--- src/rtl/pc_sequencer.sv ---
// Fetch program-counter sequencer: owns the fetch PC, advances it on accepted
// fetches, and on a branch redirect runs a fixed-length flush window before restarting.
module pc_sequencer #(
  parameter int                    PC_WIDTH     = 16,
  parameter int                    FLUSH_CYCLES = 3,
  parameter logic [PC_WIDTH-1:0]   RESET_PC     = '0
) (
  input  logic                clock_i,
  input  logic                reset_i,
  input  logic                stall_i,
  input  logic                fetchAck_i,
  input  logic                redirect_i,
  input  logic [PC_WIDTH-1:0] redirectPc_i,
  output logic [PC_WIDTH-1:0] pc_o,
  output logic                pcValid_o,
  output logic                flush_o,
  output logic [1:0]          state_o,
  output logic [7:0]          redirectCount_o
);

  typedef enum logic [1:0] {
    ST_RUN    = 2'b00,
    ST_FLUSH  = 2'b01,
    ST_RESUME = 2'b10
  } state_t;

  localparam logic [3:0] FLUSH_LAST = 4'(FLUSH_CYCLES - 1);

  state_t              state_q;
  logic [PC_WIDTH-1:0] pc_q;
  logic                pc_valid_q;
  logic                flush_q;
  logic [3:0]          flush_cnt_q;
  logic [7:0]          redirect_cnt_q;

  // Redirects arriving while flushing belong to wrong-path instructions and are dropped.
  logic redirect_accept;
  assign redirect_accept = redirect_i && (state_q != ST_FLUSH);

  always_ff @(posedge clock_i) begin
    if (!reset_i) begin
      state_q        <= ST_RESUME;
      pc_q           <= RESET_PC;
      pc_valid_q     <= 1'b0;
      flush_q        <= 1'b0;
      flush_cnt_q    <= 4'd0;
      redirect_cnt_q <= 8'd0;
    end else if (redirect_accept) begin
      state_q     <= ST_FLUSH;
      pc_q        <= redirectPc_i;
      pc_valid_q  <= 1'b0;
      flush_q     <= 1'b1;
      flush_cnt_q <= FLUSH_LAST;
      if (redirect_cnt_q != 8'hFF) begin
        redirect_cnt_q <= redirect_cnt_q + 8'd1;
      end
    end else begin
      case (state_q)
        ST_RUN: begin
          pc_valid_q <= 1'b1;
          flush_q    <= 1'b0;
          if (fetchAck_i && !stall_i) begin
            pc_q <= pc_q + PC_WIDTH'(1);
          end
        end
        ST_FLUSH: begin
          // The flush window is time-based: stall does not extend it.
          if (flush_cnt_q == 4'd0) begin
            state_q <= ST_RESUME;
            flush_q <= 1'b0;
          end else begin
            flush_cnt_q <= flush_cnt_q - 4'd1;
          end
        end
        ST_RESUME: begin
          flush_q <= 1'b0;
          if (!stall_i) begin
            state_q    <= ST_RUN;
            pc_valid_q <= 1'b1;
          end
        end
        default: begin
          state_q    <= ST_RESUME;
          pc_valid_q <= 1'b0;
          flush_q    <= 1'b0;
        end
      endcase
    end
  end

  assign pc_o            = pc_q;
  assign pcValid_o       = pc_valid_q;
  assign flush_o         = flush_q;
  assign state_o         = state_q;
  assign redirectCount_o = redirect_cnt_q;

endmodule
--- config.mk ---
export PLATFORM = sky130hd
export DESIGN_NAME = pc_sequencer
export DESIGN_NICKNAME = d
export VERILOG_FILES = /design/src/rtl/pc_sequencer.sv
export SDC_FILE = /design/constraint.sdc
export NUM_CORES = 1
export LEC_CHECK = 0
export ABC_AREA = 1
export CORE_ASPECT_RATIO = 1.25
export CORE_MARGIN = 2
export CORE_UTILIZATION = 45
export DETAILED_ROUTE_END_ITERATION = 7
export HOLD_SLACK_MARGIN = 0.12
export PLACE_DENSITY = 0.75
export REMOVE_ABC_BUFFERS = 1
export SLEW_MARGIN = 20
export SYNTH_ARGS = -nofsm -noshare
export SYNTH_HDL_FRONTEND = slang
export SYNTH_SLANG_ARGS = --single-unit
--- constraint.sdc ---
create_clock -name clock_i -period 1.68 [get_ports clock_i]
set_input_delay 0.336 -clock clock_i [delete_from_list [all_inputs] [get_ports clock_i]]
set_output_delay 0.336 -clock clock_i [all_outputs]
set_load 0.02 [all_outputs]
==> results of run 1 <==
-- per-layer routing --
| layer | global-route usage (%) | wire length, um | up-vias | share of wire (%) |
|---|---|---|---|---|
| li1 | - | - | 1038 | - |
| met3 | 6.60 | 340 | 8 | 7.1 |
| met1 | 24.4 | 2070 | 892 | 43 |
| met2 | 37.8 | 2320 | 69 | 48 |
| met4 | 8.67 | 78 | 0 | 1.6 |
| met5 | 0 | 0 | - | 0 |
-- logic make-up after synthesis --
logic type	Yosys count	share of synthesized area (%)
AOI/OAI and AO/OA	54	16.1
xor gates and xnor gates	6	2.76
adders and majority gates	2	1.32
buffers and inverters	46	11.3
DFF	32	33.7
and+or+nand+nor	145	34.8
-- flip-flops by register name, summed over array words and instances (netlist names) --
name             count
flush_o              1
flush_cnt_q          4
pc_o                16
pcValid_o            1
state_o              2
redirectCount_o      8
-- worst max-delay path by stage --
| stage | startpoint | to | slack, ns | cells after the start |
|---|---|---|---|---|
| final | redirectCount_o[4] | redirectCount_o[4] | 0.07 | 1 |
| after global routing | pc_o[1] | pc_o[8] | 0.01 | 8 |
| after CTS | pc_o[7] | pc_o[7] | 0.006 | 1 |
| after detailed placement | stall_i | pc_o[1] | 0.02 | 8 |
| after global placement | redirect_i | redirectCount_o[6] | 0.06 | 8 |
| after floorplan | redirectCount_o[1] | redirectCount_o[4] | 0.17 | 9 |
-- synth_stat cells (all sizes together) (2+ instances only) --
master | count | area, um2
ha | 2 | 25.0
o21ai | 19 | 103
nor2 | 36 | 148
o21bai | 3 | 22.5
clkbuf | 2 | 7.51
inv | 37 | 144
xor2 | 4 | 35.0
or2 | 3 | 18.8
nand2 | 74 | 303
nand4 | 5 | 31.3
nand3 | 23 | 138
dfxtp | 32 | 641
o211ai | 4 | 30.0
nor3 | 2 | 10.0
buf | 6 | 60.1
a21oi | 24 | 120
xnor2 | 2 | 17.5
-- cell usage in the layout (no fill, tap or decap), types with 2 or more instances in the layout --
cell type,Yosys,layout
o211ai_1,4,4
nor2_1,33,32
ha_1,2,2
nand4_1,5,5
a21oi_1,24,24
dlygate4sd2_1,0,11
o21ai_2,2,2
dlymetal6s2s_1,0,8
inv_1,34,34
nand2_4,3,3
o21bai_1,3,3
nand3_1,20,20
clkbuf_8,0,6
clkdlybuf4s50_1,0,29
buf_4,2,12
xnor2_1,2,2
o21ai_0,15,15
or2_2,2,2
dfxtp_1,32,32
o21ai_1,2,2
inv_4,2,2
nor3_1,2,2
nand3_2,2,2
nand2_1,70,70
xor2_1,4,4
clkinv_2,0,2
nor2_2,2,3
-- cell type report --
type	count	area (um2)
clock buffers	6	82.6
fillers	382	1490
repair buffers	60	577
well taps	56	70.1
multi-input cells	207	1050
flip-flops and latches	32	641
inverters	38	148
clock inverters	2	10.0
-- per-stage QoR --
stage,cell area [um2],std cells
2_1_floorplan,1830,277
3_3_place_gp,2470,393
3_5_place_dp,2470,393
4_1_cts,2550,401
5_1_grt,2580,401
6_report,2580,401
-- power breakdown --
group / switching, W / total [W] / internal, W
sequential: 0.0000501 / 0.000854 / 0.000803
clock: 0.000293 / 0.000620 / 0.000327
combinational: 0.000234 / 0.000429 / 0.000195
-- what timing repair did --
item                       in CTS  in global routing
hold endpoints to repair        0                  0
setup endpoints to repair      11                  9
gates resized for setup        11                  9
==> results.toml, run 1 <==
[run_status]
status = "completed"

[setup_path]
cp.buffers_inverters = 1
worstPathArrival_ns = 1.28
critPathTopFamily = "buffers and inverters"
worst-setup-path-type = "flop to output pin"
cp_slowest_cell = "clkdlybuf4s50_1"
worstPathRequired_ns = 1.34
rr_worst_depth = 8
slowest_delay_ns = 0.62
r2r_start = "pc_o[1]"
crit_path_max_fanout = 3
r2r-end = "pc_o[8]"
crit_path_cell_trace = "clkdlybuf4s50_1"
r2r_slack_ns = 0.15
startpoint_type = "flop"
end_kind = "output pin"

[logic_synthesis]
async_flop_share_pct = 0
seq_area_frac_synth_pct = 33.7
synth-main-ff-cell = "dfxtp_1"
synth_edf_count = 0
netlist_instances = 285
yosys.cell_types.count = 36
synth_seq_cells = 32
syn_area_um2 = 1900
yosysWarnings = 0
avgSynthCellArea_um2 = 6.67

[sta]
maxSlewHeadroom_pct = 81.9
whs_ns = 0.452
drv_slew = 0
grt_setup_unrepaired = "false"
fin_skew_ns = 0.00550
finalSetupViolCount = 0
post-route-worst-setup-slack_ns = 0.0657
period_share_pct = 96.1
period_minus_slack_ns = 1.61
setup_tns_ns = 0
hold_viol_final = 0
fmax_mhz = 619
worst_pin_slew_ns = 0.270

[place]
port_buffers = 48
place.gp.congestion = 0.923
dp_hpwl_mm = 3.53
pre_cts_slack_ns = 0.0249

[die]
fp.dieW_um = 62.1
io_pins = 49
dieArea_um2 = 4770
start_util_pct = 46.8
coreArea_um2 = 4070
rows = 26
die-height_um = 76.7

[clock_network]
clk_latency_ns = 0.29
clockBufferDepth = 2
cts_setup_buffers = 0
cts_buffers = 5
postCtsHoldBufs = 0
cts.clk_slew.worst_paths_ns = 0.07
numClockSinks = 32
root_buffer = "clkbuf_8"
htreeDepth = 2
tritoncts = "done"

[cells_and_area]
final_core_util_pct = 63.4
syn_to_final_growth_pct = 35.5
finalNetCount = 367
diodes = 0
drive_gt1_share_pct = 11.0

[routing]
post_drt_wl_per_cell_um = 12.0
routed_via_density = 5.00
wirelength_mm = 4.81
drt_drc_violations_left = 0
dr_total_vias = 2007
drtIter0Drc = 116
ant_nets = 0
dr.pass1.iters = 4

[flow_run]
drv_cap = 0

[min_path]
hold_path.class = "flop to flop"
hold_start = "flush_cnt_q[3]"
hold_end = "flush_cnt_q[3]"
holdPathStages = 2

[global_route]
grt_pass1_vias = 1993
track_usage_pct = 21.6
antenna_found_initial = 0
grt_pass1_wl_mm = 8.47
grt_max_degree = 18
gr-total-overflow = 0

[pwr]
powerDensity_nw_per_um2 = 738
max-vdd-ir-drop_mv = 0.404
power_leakage_nw = 1.23
p_total_w = 0.00190
(Power assumes the default switching activity.)
==> inputs of run 2 (changes only) <==
--- a/config.mk
+++ b/config.mk
@@ -12,7 +12,6 @@
 export DETAILED_ROUTE_END_ITERATION = 7
 export HOLD_SLACK_MARGIN = 0.12
 export PLACE_DENSITY = 0.75
-export REMOVE_ABC_BUFFERS = 1
 export SLEW_MARGIN = 20
 export SYNTH_ARGS = -nofsm -noshare
 export SYNTH_HDL_FRONTEND = slang
==> constraint.sdc (replaced) <==
create_clock -name clock_i -period 1.68 [get_ports clock_i]
set_input_delay 0.42 -clock clock_i [delete_from_list [all_inputs] [get_ports clock_i]]
set_output_delay 0.42 -clock clock_i [all_outputs]
set_load 0.02 [all_outputs]
==> results.toml, run 2 (same netlist as run 1, synthesis figures left out) <==
[setup_path]
critPathTopFamily = "buffers and inverters"
end_kind = "output pin"
cp_slowest_cell = "clkdlybuf4s50_1"
crit_path_max_fanout = 2
slowest_delay_ns = 0.60
cp.buffers_inverters = 1
startpoint_type = "flop"
worstPathRequired_ns = 1.26
crit_path_cell_trace = "clkdlybuf4s50_1"
worst-setup-path-type = "flop to output pin"
worstPathArrival_ns = 1.23

[routing]
post_drt_wl_per_cell_um = 12.4
dr_total_vias = 2087
wirelength_mm = 5.10
dr.pass1.iters = 4
drt_drc_violations_left = 0
route.top_layer_used = "met4"
drt-met1-wl_mm = 2.08
drtIter0Drc = 103
ant_nets = 0
wl_met2_mm = 2.64
routed_via_density = 5.08
dr_wl_met3_um = 287

[global_route]
antenna_found_initial = 0
track_usage_pct = 22.6
gr-total-overflow = 0
grt_pass1_vias = 1985
grt_pass1_wl_mm = 8.74
grt_max_degree = 28

[place]
place.gp.congestion = 0.892
dp_hpwl_mm = 3.75
dp.cells = 403
port_buffers = 48

[clock_network]
htreeDepth = 2
tritoncts = "done"
numClockSinks = 32
cts_setup_buffers = 0
clockBufferDepth = 2
cts_buffers = 5
cts.clk_slew.worst_paths_ns = 0.07
root_buffer = "clkbuf_8"
clk_latency_ns = 0.30

[die]
dieArea_um2 = 4770
fp.dieW_um = 62.1
rows = 26
io_pins = 49
die-height_um = 76.7
coreArea_um2 = 4070
start_util_pct = 46.8

[sta]
maxSlewHeadroom_pct = 82.6
fin_skew_ns = 0.00757
grt_setup_unrepaired = "false"
setup_tns_ns = 0
hold_viol_final = 0
period_minus_slack_ns = 1.65
period_share_pct = 98.1
drv_slew = 0
finalSetupViolCount = 0
worst_pin_slew_ns = 0.260
fmax_mhz = 607

[cells_and_area]
n_fill_cell = 376
final_common_cell = "nand2_1"
final_cells = 411
multi_input_area_um2 = 1050
finalNetCount = 377
drive_gt1_share_pct = 13.5
seqCellArea_um2 = 641
largest_reg_flops = 16
final_cell_mix = "nand2_1 (70), inv_1 (34), nor2_1 (32), dfxtp_1 (32), a21oi_1 (24)"
diodes = 0
syn_to_final_growth_pct = 39.2

[pwr]
powerDensity_nw_per_um2 = 734
power_leakage_nw = 1.28
max-vdd-ir-drop_mv = 0.659

[run_status]
status = "completed"

[min_path]
hold_path.class = "flop to flop"

[logic_synthesis]
synth_fp_nets = 308

[flow_run]
drv_cap = 0
==> run 2: cell types whose count changed in the layout (fill, tap and decap cells not counted), sizes merged <==
cell / delta
dlygate4sd2: +9
dlymetal6s2s: -2
clkdlybuf4s50: -7
buf: +10
==> run 2: per-stage QoR <==
step	hold WS (ns)	power, W	utilization (%)	area (um2)	setup WS (ns)
2_1_floorplan	0.429	0.00112	-	1900	0.166
3_3_place_gp	0.447	0.00134	63.0	2560	-0.0180
3_5_place_dp	0.444	0.00134	63.0	2560	-0.0396
4_1_cts	0.455	0.00196	64.7	2630	0.00840
5_1_grt	0.486	0.00204	65.1	2650	0.00115
6_report	0.454	0.00194	65.1	2650	0.0324
==> run 2: area by class of cell <==
class,instances,area share [%]
tap,56,2.65
inverter,38,5.58
multi-input combinational,207,39.6
timing repair buffer,70,24.5
clock buffer,6,3.12
sequential,32,24.2
clock inverter,2,0.378
==> run 2: repair_timing <==
item	4_1_cts	5_1_grt
endpoints found under the setup margin	20	8
hold buffers	0	0
cloned	0	0
hold endpoints to repair	0	0
gates resized for setup	20	7
==> run 2: where the power goes <==
group | internal (W) | total (W) | switching [W]
sequential | 0.000803 | 0.000840 | 0.0000369
clock | 0.000327 | 0.000634 | 0.000308
combinational | 0.000214 | 0.000468 | 0.000254
total | 0.00134 | 0.00194 | 0.000599
==> run 2: path summary, 6_finish.rpt <==
check                      start        endpoint  slack, ns  depth (start not counted)
setup / recovery       pcValid_o       pcValid_o       0.03                          1
hold / removal    flush_cnt_q[3]  flush_cnt_q[3]       0.45                          2
setup reg to reg         pc_o[1]         pc_o[8]       0.13                          8
hold reg to reg   flush_cnt_q[3]  flush_cnt_q[3]       0.45                          2
==> run 2: routing by layer <==
metal  vias up  GRT usage, %
li1       1060             -
met3        10          5.28
met2        70          41.2
met4         0          8.44
met1       947          25.5
met5         -             0
==> run 2: worst min-delay path: stages, from the launching register on <==
cell	delay [ns]
dfxtp_1	0.31
o21ai_0	0.07
nor2_1	0.04
